### config.mk
export PLATFORM = sky130hd
export DESIGN_NAME = wb_timer_flat
export DESIGN_NICKNAME = d
export VERILOG_FILES = /design/src/rtl/wb_timer_if.sv /design/src/rtl/wb_timer.sv /design/src/flat_wrapper.sv
export SDC_FILE = /design/constraint.sdc
export NUM_CORES = 1
export LEC_CHECK = 0
export CORE_MARGIN = 2
export CORE_UTILIZATION = 35
export DETAILED_ROUTE_END_ITERATION = 8
export PLACE_DENSITY = 0.64
export SLEW_MARGIN = 25
export SYNTH_ARGS = -nofsm -noshare
export SYNTH_HDL_FRONTEND = slang
export SYNTH_SLANG_ARGS = --single-unit
### constraint.sdc
create_clock -name wb_clk_i -period 2 [get_ports wb_clk_i]
set_clock_uncertainty 0.1 [all_clocks]
set_input_delay 0.4 -clock wb_clk_i [delete_from_list [all_inputs] [get_ports wb_clk_i]]
set_output_delay 0.4 -clock wb_clk_i [all_outputs]
set_load 0.01 [all_outputs]
### src/rtl/wb_timer_if.sv
// wb_timer_if: Wishbone B3 classic bus bundle for the wb_timer peripheral.
//   wb_adr_i  [4:0]  byte address (bits [1:0] ignored by the slave)
//   wb_dat_i  [31:0] write data
//   wb_sel_i  [3:0]  byte enables for writes
//   wb_we_i          write strobe
//   wb_cyc_i         bus cycle
//   wb_stb_i         bus strobe
//   wb_dat_o  [31:0] read data, valid while wb_ack_o is high
//   wb_ack_o         transfer acknowledge
//   wb_err_o         unmapped-address error
interface wb_timer_if;
    logic [4:0]  wb_adr_i;
    logic [31:0] wb_dat_i;
    logic [3:0]  wb_sel_i;
    logic        wb_we_i;
    logic        wb_cyc_i;
    logic        wb_stb_i;
    logic [31:0] wb_dat_o;
    logic        wb_ack_o;
    logic        wb_err_o;

    modport master (
        output wb_adr_i, wb_dat_i, wb_sel_i, wb_we_i, wb_cyc_i, wb_stb_i,
        input  wb_dat_o, wb_ack_o, wb_err_o
    );

    modport slave (
        input  wb_adr_i, wb_dat_i, wb_sel_i, wb_we_i, wb_cyc_i, wb_stb_i,
        output wb_dat_o, wb_ack_o, wb_err_o
    );
endinterface

### src/rtl/wb_timer.sv
// wb_timer: Wishbone B3 classic slave with a 32-bit up-counting timer,
// programmable prescaler, compare match and a level interrupt.
//   wb_clk_i   clock (single domain)
//   nrst_i     asynchronous active-low reset
//   wb         Wishbone slave bundle (wb_timer_if.slave)
//   int_o      level interrupt = MATCH & IRQ_EN
// Register map (word offsets): 0x00 CTRL {IRQ_EN,PERIODIC,EN}, 0x04 PRESCALE,
// 0x08 COMPARE, 0x0C COUNT, 0x10 STATUS {MATCH, write-1-to-clear};
// 0x14..0x1C answer with wb_err_o.
module wb_timer #(
    parameter int unsigned PRESCALE_W  = 16,
    parameter logic [31:0] COMPARE_RST = 32'hFFFF_FFFF
) (
    input  logic      wb_clk_i,
    input  logic      nrst_i,
    wb_timer_if.slave wb,
    output logic      int_o
);
    typedef enum logic [2:0] {
        REG_CTRL     = 3'd0,
        REG_PRESCALE = 3'd1,
        REG_COMPARE  = 3'd2,
        REG_COUNT    = 3'd3,
        REG_STATUS   = 3'd4
    } reg_e;

    logic                  en_q, en_d, periodic_q, periodic_d, irq_en_q, irq_en_d;
    logic [PRESCALE_W-1:0] prescale_q, prescale_d, pre_q, pre_d;
    logic [31:0]           compare_q, compare_d, count_q, count_d;
    logic                  match_q, match_d;
    logic                  ack_q, ack_d, err_q, err_d;
    logic [31:0]           dat_q, dat_d;

    logic        req, mapped, wr;
    logic [2:0]  widx;
    logic        wr_ctrl, wr_prescale, wr_compare, wr_count, status_clr;
    logic        tick, hit;
    logic [31:0] rdata;
    logic        unused_adr;

    function automatic logic [31:0] merge(input logic [31:0] old_v,
                                          input logic [31:0] new_v,
                                          input logic [3:0]  sel);
        logic [31:0] r;
        for (int unsigned b = 0; b < 4; b++)
            r[8*b +: 8] = sel[b] ? new_v[8*b +: 8] : old_v[8*b +: 8];
        return r;
    endfunction

    // A request is not accepted in the cycle its response is on the bus,
    // which forces at least two cycles per transfer when stb is held.
    assign req         = wb.wb_cyc_i & wb.wb_stb_i & ~ack_q & ~err_q;
    assign widx        = wb.wb_adr_i[4:2];
    assign unused_adr  = ^wb.wb_adr_i[1:0];
    assign mapped      = (widx <= REG_STATUS);
    assign wr          = req & mapped & wb.wb_we_i;
    assign wr_ctrl     = wr & (widx == REG_CTRL) & wb.wb_sel_i[0];
    assign wr_prescale = wr & (widx == REG_PRESCALE);
    assign wr_compare  = wr & (widx == REG_COMPARE);
    assign wr_count    = wr & (widx == REG_COUNT);
    assign status_clr  = wr & (widx == REG_STATUS) & wb.wb_sel_i[0] & wb.wb_dat_i[0];

    assign tick = en_q & (pre_q == prescale_q);
    // A COUNT write on a tick discards that tick's compare as well as its increment.
    assign hit  = tick & (count_q == compare_q) & ~wr_count;

    always_comb begin
        rdata = '0;
        case (widx)
            REG_CTRL:     rdata = {29'd0, irq_en_q, periodic_q, en_q};
            REG_PRESCALE: rdata = 32'(prescale_q);
            REG_COMPARE:  rdata = compare_q;
            REG_COUNT:    rdata = count_q;
            REG_STATUS:   rdata = {31'd0, match_q};
            default:      rdata = '0;
        endcase
    end

    assign ack_d = req & mapped;
    assign err_d = req & ~mapped;
    assign dat_d = (req & mapped) ? rdata : '0;

    always_comb begin
        en_d       = en_q;
        periodic_d = periodic_q;
        irq_en_d   = irq_en_q;
        prescale_d = prescale_q;
        compare_d  = compare_q;
        count_d    = count_q;
        pre_d      = pre_q;

        if (en_q)
            pre_d = tick ? '0 : pre_q + PRESCALE_W'(1);

        if (wr_count)
            count_d = merge(count_q, wb.wb_dat_i, wb.wb_sel_i);
        else if (tick)
            count_d = (count_q == compare_q) ? '0 : count_q + 32'd1;

        // Set has priority over a simultaneous write-1-to-clear.
        match_d = hit | (match_q & ~status_clr);

        if (hit && !periodic_q)
            en_d = 1'b0;

        // The written EN overrides a same-cycle one-shot auto-clear.
        if (wr_ctrl) begin
            en_d       = wb.wb_dat_i[0];
            periodic_d = wb.wb_dat_i[1];
            irq_en_d   = wb.wb_dat_i[2];
            if (wb.wb_dat_i[0] && !en_q)
                pre_d = '0;
        end

        if (wr_prescale)
            prescale_d = PRESCALE_W'(merge(32'(prescale_q), wb.wb_dat_i, wb.wb_sel_i));
        if (wr_compare)
            compare_d = merge(compare_q, wb.wb_dat_i, wb.wb_sel_i);
    end

    always_ff @(posedge wb_clk_i or negedge nrst_i) begin
        if (!nrst_i) begin
            en_q       <= 1'b0;
            periodic_q <= 1'b0;
            irq_en_q   <= 1'b0;
            prescale_q <= '0;
            compare_q  <= COMPARE_RST;
            count_q    <= '0;
            pre_q      <= '0;
            match_q    <= 1'b0;
            ack_q      <= 1'b0;
            err_q      <= 1'b0;
            dat_q      <= '0;
        end else begin
            en_q       <= en_d;
            periodic_q <= periodic_d;
            irq_en_q   <= irq_en_d;
            prescale_q <= prescale_d;
            compare_q  <= compare_d;
            count_q    <= count_d;
            pre_q      <= pre_d;
            match_q    <= match_d;
            ack_q      <= ack_d;
            err_q      <= err_d;
            dat_q      <= dat_d;
        end
    end

    assign wb.wb_ack_o = ack_q;
    assign wb.wb_err_o = err_q;
    assign wb.wb_dat_o = dat_q;
    assign int_o       = match_q & irq_en_q;
endmodule

### src/flat_wrapper.sv
// flat-port wrapper written by rule: the top's interface ports become plain ports
module wb_timer_flat 
#(
    parameter int unsigned PRESCALE_W  = 16,
    parameter logic [31:0] COMPARE_RST = 32'hFFFF_FFFF
)
  (wb_clk_i, nrst_i, int_o, wb_wb_adr_i, wb_wb_dat_i, wb_wb_sel_i, wb_wb_we_i, wb_wb_cyc_i, wb_wb_stb_i, wb_wb_dat_o, wb_wb_ack_o, wb_wb_err_o);
  wb_timer_if wb_i ();
  input  logic wb_clk_i;
  input  logic nrst_i;
  output logic int_o;
  input wire logic [$bits(wb_i.wb_adr_i)-1:0] wb_wb_adr_i;
  input wire logic [$bits(wb_i.wb_dat_i)-1:0] wb_wb_dat_i;
  input wire logic [$bits(wb_i.wb_sel_i)-1:0] wb_wb_sel_i;
  input wire logic [$bits(wb_i.wb_we_i)-1:0] wb_wb_we_i;
  input wire logic [$bits(wb_i.wb_cyc_i)-1:0] wb_wb_cyc_i;
  input wire logic [$bits(wb_i.wb_stb_i)-1:0] wb_wb_stb_i;
  output wire logic [$bits(wb_i.wb_dat_o)-1:0] wb_wb_dat_o;
  output wire logic [$bits(wb_i.wb_ack_o)-1:0] wb_wb_ack_o;
  output wire logic [$bits(wb_i.wb_err_o)-1:0] wb_wb_err_o;
  assign wb_i.wb_adr_i = wb_wb_adr_i;
  assign wb_i.wb_dat_i = wb_wb_dat_i;
  assign wb_i.wb_sel_i = wb_wb_sel_i;
  assign wb_i.wb_we_i = wb_wb_we_i;
  assign wb_i.wb_cyc_i = wb_wb_cyc_i;
  assign wb_i.wb_stb_i = wb_wb_stb_i;
  assign wb_wb_dat_o = wb_i.wb_dat_o;
  assign wb_wb_ack_o = wb_i.wb_ack_o;
  assign wb_wb_err_o = wb_i.wb_err_o;
  wb_timer #(.PRESCALE_W(PRESCALE_W), .COMPARE_RST(COMPARE_RST)) u_core (.wb_clk_i(wb_clk_i), .nrst_i(nrst_i), .wb(wb_i), .int_o(int_o));
endmodule
==> impl_results.html <==
<table>
<tr><th>Metric</th><th>Value</th></tr>
<tr><th colspan="2">Status</th></tr>
<tr><td>Outcome</td><td>complete, but fails checks</td></tr>
<tr><td>Violations in the final reports</td><td>negative setup slack</td></tr>
<tr><th colspan="2">Route</th></tr>
<tr><td>Number of DRC markers in iteration 0</td><td>approximately 360</td></tr>
<tr><td>DRC violation count after routing</td><td>0</td></tr>
<tr><td>Wire length after detailed routing</td><td>24.17 mm</td></tr>
<tr><td>Drt via density</td><td>5.410</td></tr>
<tr><td>Antenna violation net count after detailed routing</td><td>0</td></tr>
<tr><td>Total via count after detailed routing</td><td>~6,700</td></tr>
<tr><td>Drt pass-1 iters</td><td>7</td></tr>
<tr><td>Average routed wire per standard cell</td><td>19.41 um</td></tr>
<tr><th colspan="2">Placement</th></tr>
<tr><td>Routability congestion estimate</td><td>0.9316</td></tr>
<tr><td>Worst slack, placed</td><td>-0.5809 ns</td></tr>
<tr><td>DP HPWL</td><td>around 17 mm</td></tr>
<tr><td>IO Port Bufs</td><td>78</td></tr>
<tr><th colspan="2">Synth</th></tr>
<tr><td>Average instance area after synthesis</td><td>a little over 10 um2</td></tr>
<tr><td>Cell type with the highest aggregate area in the netlist</td><td>dfrtp_1</td></tr>
<tr><td>Synth Net Count</td><td>755</td></tr>
<tr><td>Sequential area share after synthesis</td><td>46.21%</td></tr>
<tr><td>Synth async-reset ratio</td><td>100.0%</td></tr>
<tr><td>Post-synthesis cell type count</td><td>63</td></tr>
<tr><td>Portion of synthesized cell area occupied by the leading cell type</td><td>34.76%</td></tr>
<tr><td>Leading register cell type out of synthesis</td><td>dfrtp_1</td></tr>
<tr><td>Warning count from the yosys run</td><td>0</td></tr>
<tr><td>Cells taking the most area after synthesis</td><td>dfrtp_1, dfstp_2, mux2_2, xnor2_1, a22oi_1</td></tr>
<tr><td>Post-synth design cell area</td><td>7343 um2</td></tr>
<tr><td>Number of storage elements in the synthesis netlist</td><td>between 100 and 150</td></tr>
<tr><td>Gate count of the mapped netlist</td><td>roughly 700</td></tr>
<tr><td>Post-synth EDFFs</td><td>0</td></tr>
<tr><th colspan="2">Layout</th></tr>
<tr><td>Proportion of layout cells with a drive suffix above 1</td><td>~44%</td></tr>
<tr><td>Sequential cell area</td><td>around 3400 um2</td></tr>
<tr><td>Multi-input combinational cell area</td><td>4161 um2</td></tr>
<tr><td>Total of fill cells in the finished design</td><td>~1,700</td></tr>
<tr><td>Final antenna diode count</td><td>0</td></tr>
<tr><td>Net total in the final layout</td><td>~1,000</td></tr>
<tr><td>Share of the core filled with cells in the final layout</td><td>a little over half</td></tr>
<tr><td>Layout overhead on the synthesized area</td><td>52.82%</td></tr>
<tr><th colspan="2">Critical path</th></tr>
<tr><td>Startpoint types</td><td>flip-flop</td></tr>
<tr><td>Launch instance of the worst register-to-register path</td><td>u_core.prescale_q[15]</td></tr>
<tr><td>Reg2reg setup slack</td><td>-0.20 ns</td></tr>
<tr><td>Critical Path Sink Type</td><td>flip-flop</td></tr>
<tr><td>Required time of the worst setup path</td><td>around 2.2 ns</td></tr>
<tr><td>Worst-path fanout max</td><td>9</td></tr>
<tr><td>Crit path buffers/inverters</td><td>3</td></tr>
<tr><td>Critical Path Max Stage Delay</td><td>approximately 0.40 ns</td></tr>
<tr><td>Slowest CP cell</td><td>dfrtp_1</td></tr>
<tr><td>Critical path class</td><td>reg -&gt; reg</td></tr>
<tr><td>Cells along the critical path</td><td>xor2_1 &gt; nor4_1 &gt; buf_4 &gt; and3_4 &gt; buf_6 &gt; nand2_8 &gt; buf_12 &gt; a31oi_4 &gt; o311ai_4</td></tr>
<tr><td>Signal arrival time at the worst endpoint</td><td>2.39 ns</td></tr>
<tr><td>Family with the most delay on the worst path</td><td>simple AND/OR/NAND/NOR gates</td></tr>
<tr><td>Crit path from</td><td>u_core.prescale_q[15]</td></tr>
<tr><th colspan="2">Flow run</th></tr>
<tr><td>Number of violations of the max-capacitance limit</td><td>0</td></tr>
<tr><th colspan="2">Die</th></tr>
<tr><td>DIE AREA</td><td>roughly 22,000 um2</td></tr>
<tr><td>Overall die width</td><td>roughly 150 um</td></tr>
<tr><td>Die extent in y</td><td>~150 um</td></tr>
<tr><td>Top-level port count</td><td>between 80 and 90</td></tr>
<tr><td>Standard cell core area</td><td>roughly 20,000 um2</td></tr>
<tr><td>Cell row count</td><td>52</td></tr>
<tr><td>Starting utilization of the core area</td><td>between 30 and 40%</td></tr>
<tr><th colspan="2">Global route</th></tr>
<tr><td>Number of global-route vias before repair</td><td>around 7,000</td></tr>
<tr><td>Total routing resource utilization after global routing</td><td>22.15%</td></tr>
<tr><td>Antenna violations before repair</td><td>0</td></tr>
<tr><td>Remaining global-route overflow</td><td>0</td></tr>
<tr><td>Pin count of the biggest net entering global routing</td><td>45</td></tr>
<tr><td>Global-route wire length before repair</td><td>about 38 mm</td></tr>
<tr><th colspan="2">STA</th></tr>
<tr><td>Setup repair after global routing missed its margin</td><td>true</td></tr>
<tr><td>Worst Max-Slew Pin Slew</td><td>around 0.46 ns</td></tr>
<tr><td>Final-layout worst hold slack</td><td>around 0.39 ns</td></tr>
<tr><td>Final hold vios</td><td>0</td></tr>
<tr><td>Fmax achieved</td><td>around 450 MHz</td></tr>
<tr><td>Final Worst Setup Slack</td><td>-0.2044 ns</td></tr>
<tr><td>Slew HR</td><td>between 60% and 70%</td></tr>
<tr><td>Total count of max-transition violations in the final report</td><td>0</td></tr>
<tr><td>Final worst path period share</td><td>110.2%</td></tr>
<tr><td>Setup violation total in the final timing report</td><td>41</td></tr>
<tr><td>Final min period</td><td>approximately 2.2 ns</td></tr>
<tr><th colspan="2">Clock network</th></tr>
<tr><td>Clock transition at the registers of the reported paths</td><td>0.06 ns</td></tr>
<tr><td>Master cell of the clock root buffer</td><td>clkbuf_16</td></tr>
<tr><td>TritonCTS clock tree</td><td>done</td></tr>
<tr><td>Number of buffers created by CTS</td><td>17</td></tr>
<tr><td>H-tree Lvls</td><td>4</td></tr>
<tr><td>Clk Latency, worst-skew pair</td><td>about 0.43 ns</td></tr>
<tr><td>Clock tree sinks</td><td>around 130</td></tr>
<tr><td>CTS Buffer Depth</td><td>2</td></tr>
<tr><th colspan="2">Power and ir drop</th></tr>
<tr><td>Cell Pwr Density</td><td>760.7 nW/um2</td></tr>
<tr><td>Worst vdd ir</td><td>495.9 uV</td></tr>
<tr><td>Leakage dissipation</td><td>4.817 nW</td></tr>
<tr><th colspan="2">Hold path</th></tr>
<tr><td>Classification of the worst-slack hold path</td><td>in -&gt; async</td></tr>
</table>
-- registers in the layout, indices dropped and copies added (netlist names) --
name / cells
u_core.count_q: 32
u_core.pre_q: 16
u_core.match_q: 1
u_core.irq_en_q: 1
u_core.periodic_q: 1
u_core.wb.wb_ack_o: 1
u_core.en_q: 1
u_core.wb.wb_dat_o: 32
u_core.compare_q: 32
u_core.wb.wb_err_o: 1
u_core.prescale_q: 16
-- path summary, 6_finish.rpt --
kind	to	depth (start not counted)
worst min register to register	u_core.irq_en_q	1
max in group asynchronous	u_core.compare_q[15]	3
min in group wb_clk_i	u_core.irq_en_q	1
worst max-delay path	u_core.count_q[30]	9
worst min-delay path	u_core.wb.wb_dat_o[27]	2
worst max register to register	u_core.count_q[30]	9
-- cell type report --
cell class | instances | share of cell area [%]
well taps | 270 | 3.010
flip-flops and latches | 134 | 30.26
clock inverters | 15 | 2.040
multi-input cells | 505 | 37.08
inverters | 21 | 0.7247
repair buffers | 283 | 23.09
clock buffers | 17 | 3.791
-- through the flow --
step / power, W / cell area (um2) / TNS, ns / instances
6_report: 0.008536 / 11220 / -4.419 / 1245
5_1_grt: 0.008870 / 11220 / -10.89 / 1245
4_1_cts: 0.008436 / 10920 / -4.050 / 1238
3_5_place_dp: 0.004796 / 9686 / -56.03 / 1185
3_3_place_gp: 0.004771 / 9686 / -54.92 / 1185
2_1_floorplan: 0.003928 / 7346 / 0 / 707
-- placed cells by master (no fill, tap or decap), types with 6 or more instances in the layout --
cell	instances
mux2_2	59
nor3_1	11
buf_6	16
buf_4	173
clkdlybuf4s50_1	74
dfrtp_1	100
a32oi_1	13
nor2_1	58
and3_1	15
clkinv_4	6
nand2_1	35
nand3_1	26
inv_1	20
buf_12	13
o21ai_1	16
a21oi_1	7
a22oi_1	34
clkbuf_16	18
a22oi_2	6
xnor2_2	12
dfstp_2	32
nand4_1	20
xor2_1	18
a32oi_2	6
nor2_2	7
xnor2_1	31
-- worst reg2reg max path, delay by kind of cell, from the launching register on --
kind / cells / cell delay (ns)
DFF: 1 / 0.40
xor gates and xnor gates: 1 / 0.17
AOI/OAI and AO/OA: 2 / 0.34
and+or+nand+nor: 3 / 0.58
buffers and inverters: 3 / 0.48
-- synthesized netlist by cell type, drive strengths merged (3+ instances only) --
cell type	number
xnor2	43
xor2	18
nand4	24
nor2b	4
nand2	44
a2bb2oi	3
and2	9
mux2i	4
dfstp	32
nor3	15
nor4	11
inv	21
nor2	67
o21ai	23
mux2	63
or2	5
nand2b	3
o22ai	4
a211oi	3
o211ai	5
buf	27
dfrtp	102
a32oi	19
clkbuf	20
and3	20
a31oi	4
a21oi	10
nand3	33
a22oi	40
a41oi	4
-- routing by layer --
| metal | part of all wire [%] | GRT usage [%] | vias up |
|---|---|---|---|
| met4 | 2.7 | 8.048 | 0 |
| li1 | - | - | 3098 |
| met3 | 5.8 | 4.832 | 50 |
| met5 | 0 | 0 | - |
| met2 | 50 | 37.59 | 248 |
| met1 | 41 | 27.86 | 3340 |
-- what timing repair did --
action / CTS / global route
pin swaps: 63 / 17
hold buffers: 1 / 0
hold endpoints to repair: 29 / 0
gates resized for setup: 87 / 50
endpoints found under the setup margin: 96 / 95
gates cloned: 2 / 1
buffers inserted: 18 / 6
-- power by group --
part / internal [W] / switching [W] / total (W)
clock: 0.00222 / 0.00126 / 0.00348
combinational: 0.00101 / 0.000897 / 0.00191
sequential: 0.00297 / 0.000180 / 0.00315
total: 0.00620 / 0.00234 / 0.00854
-- kinds of logic after synthesis --
family	Yosys count	share of synthesized area, %
buf+inv	68	4.566
flops	134	46.21
compound gates	126	12.40
simple gates	247	18.38
mux	69	10.82
fa+ha+maj	2	0.3407
xor+xnor	61	7.275
Note: power is estimated with default switching activity, not from simulation.
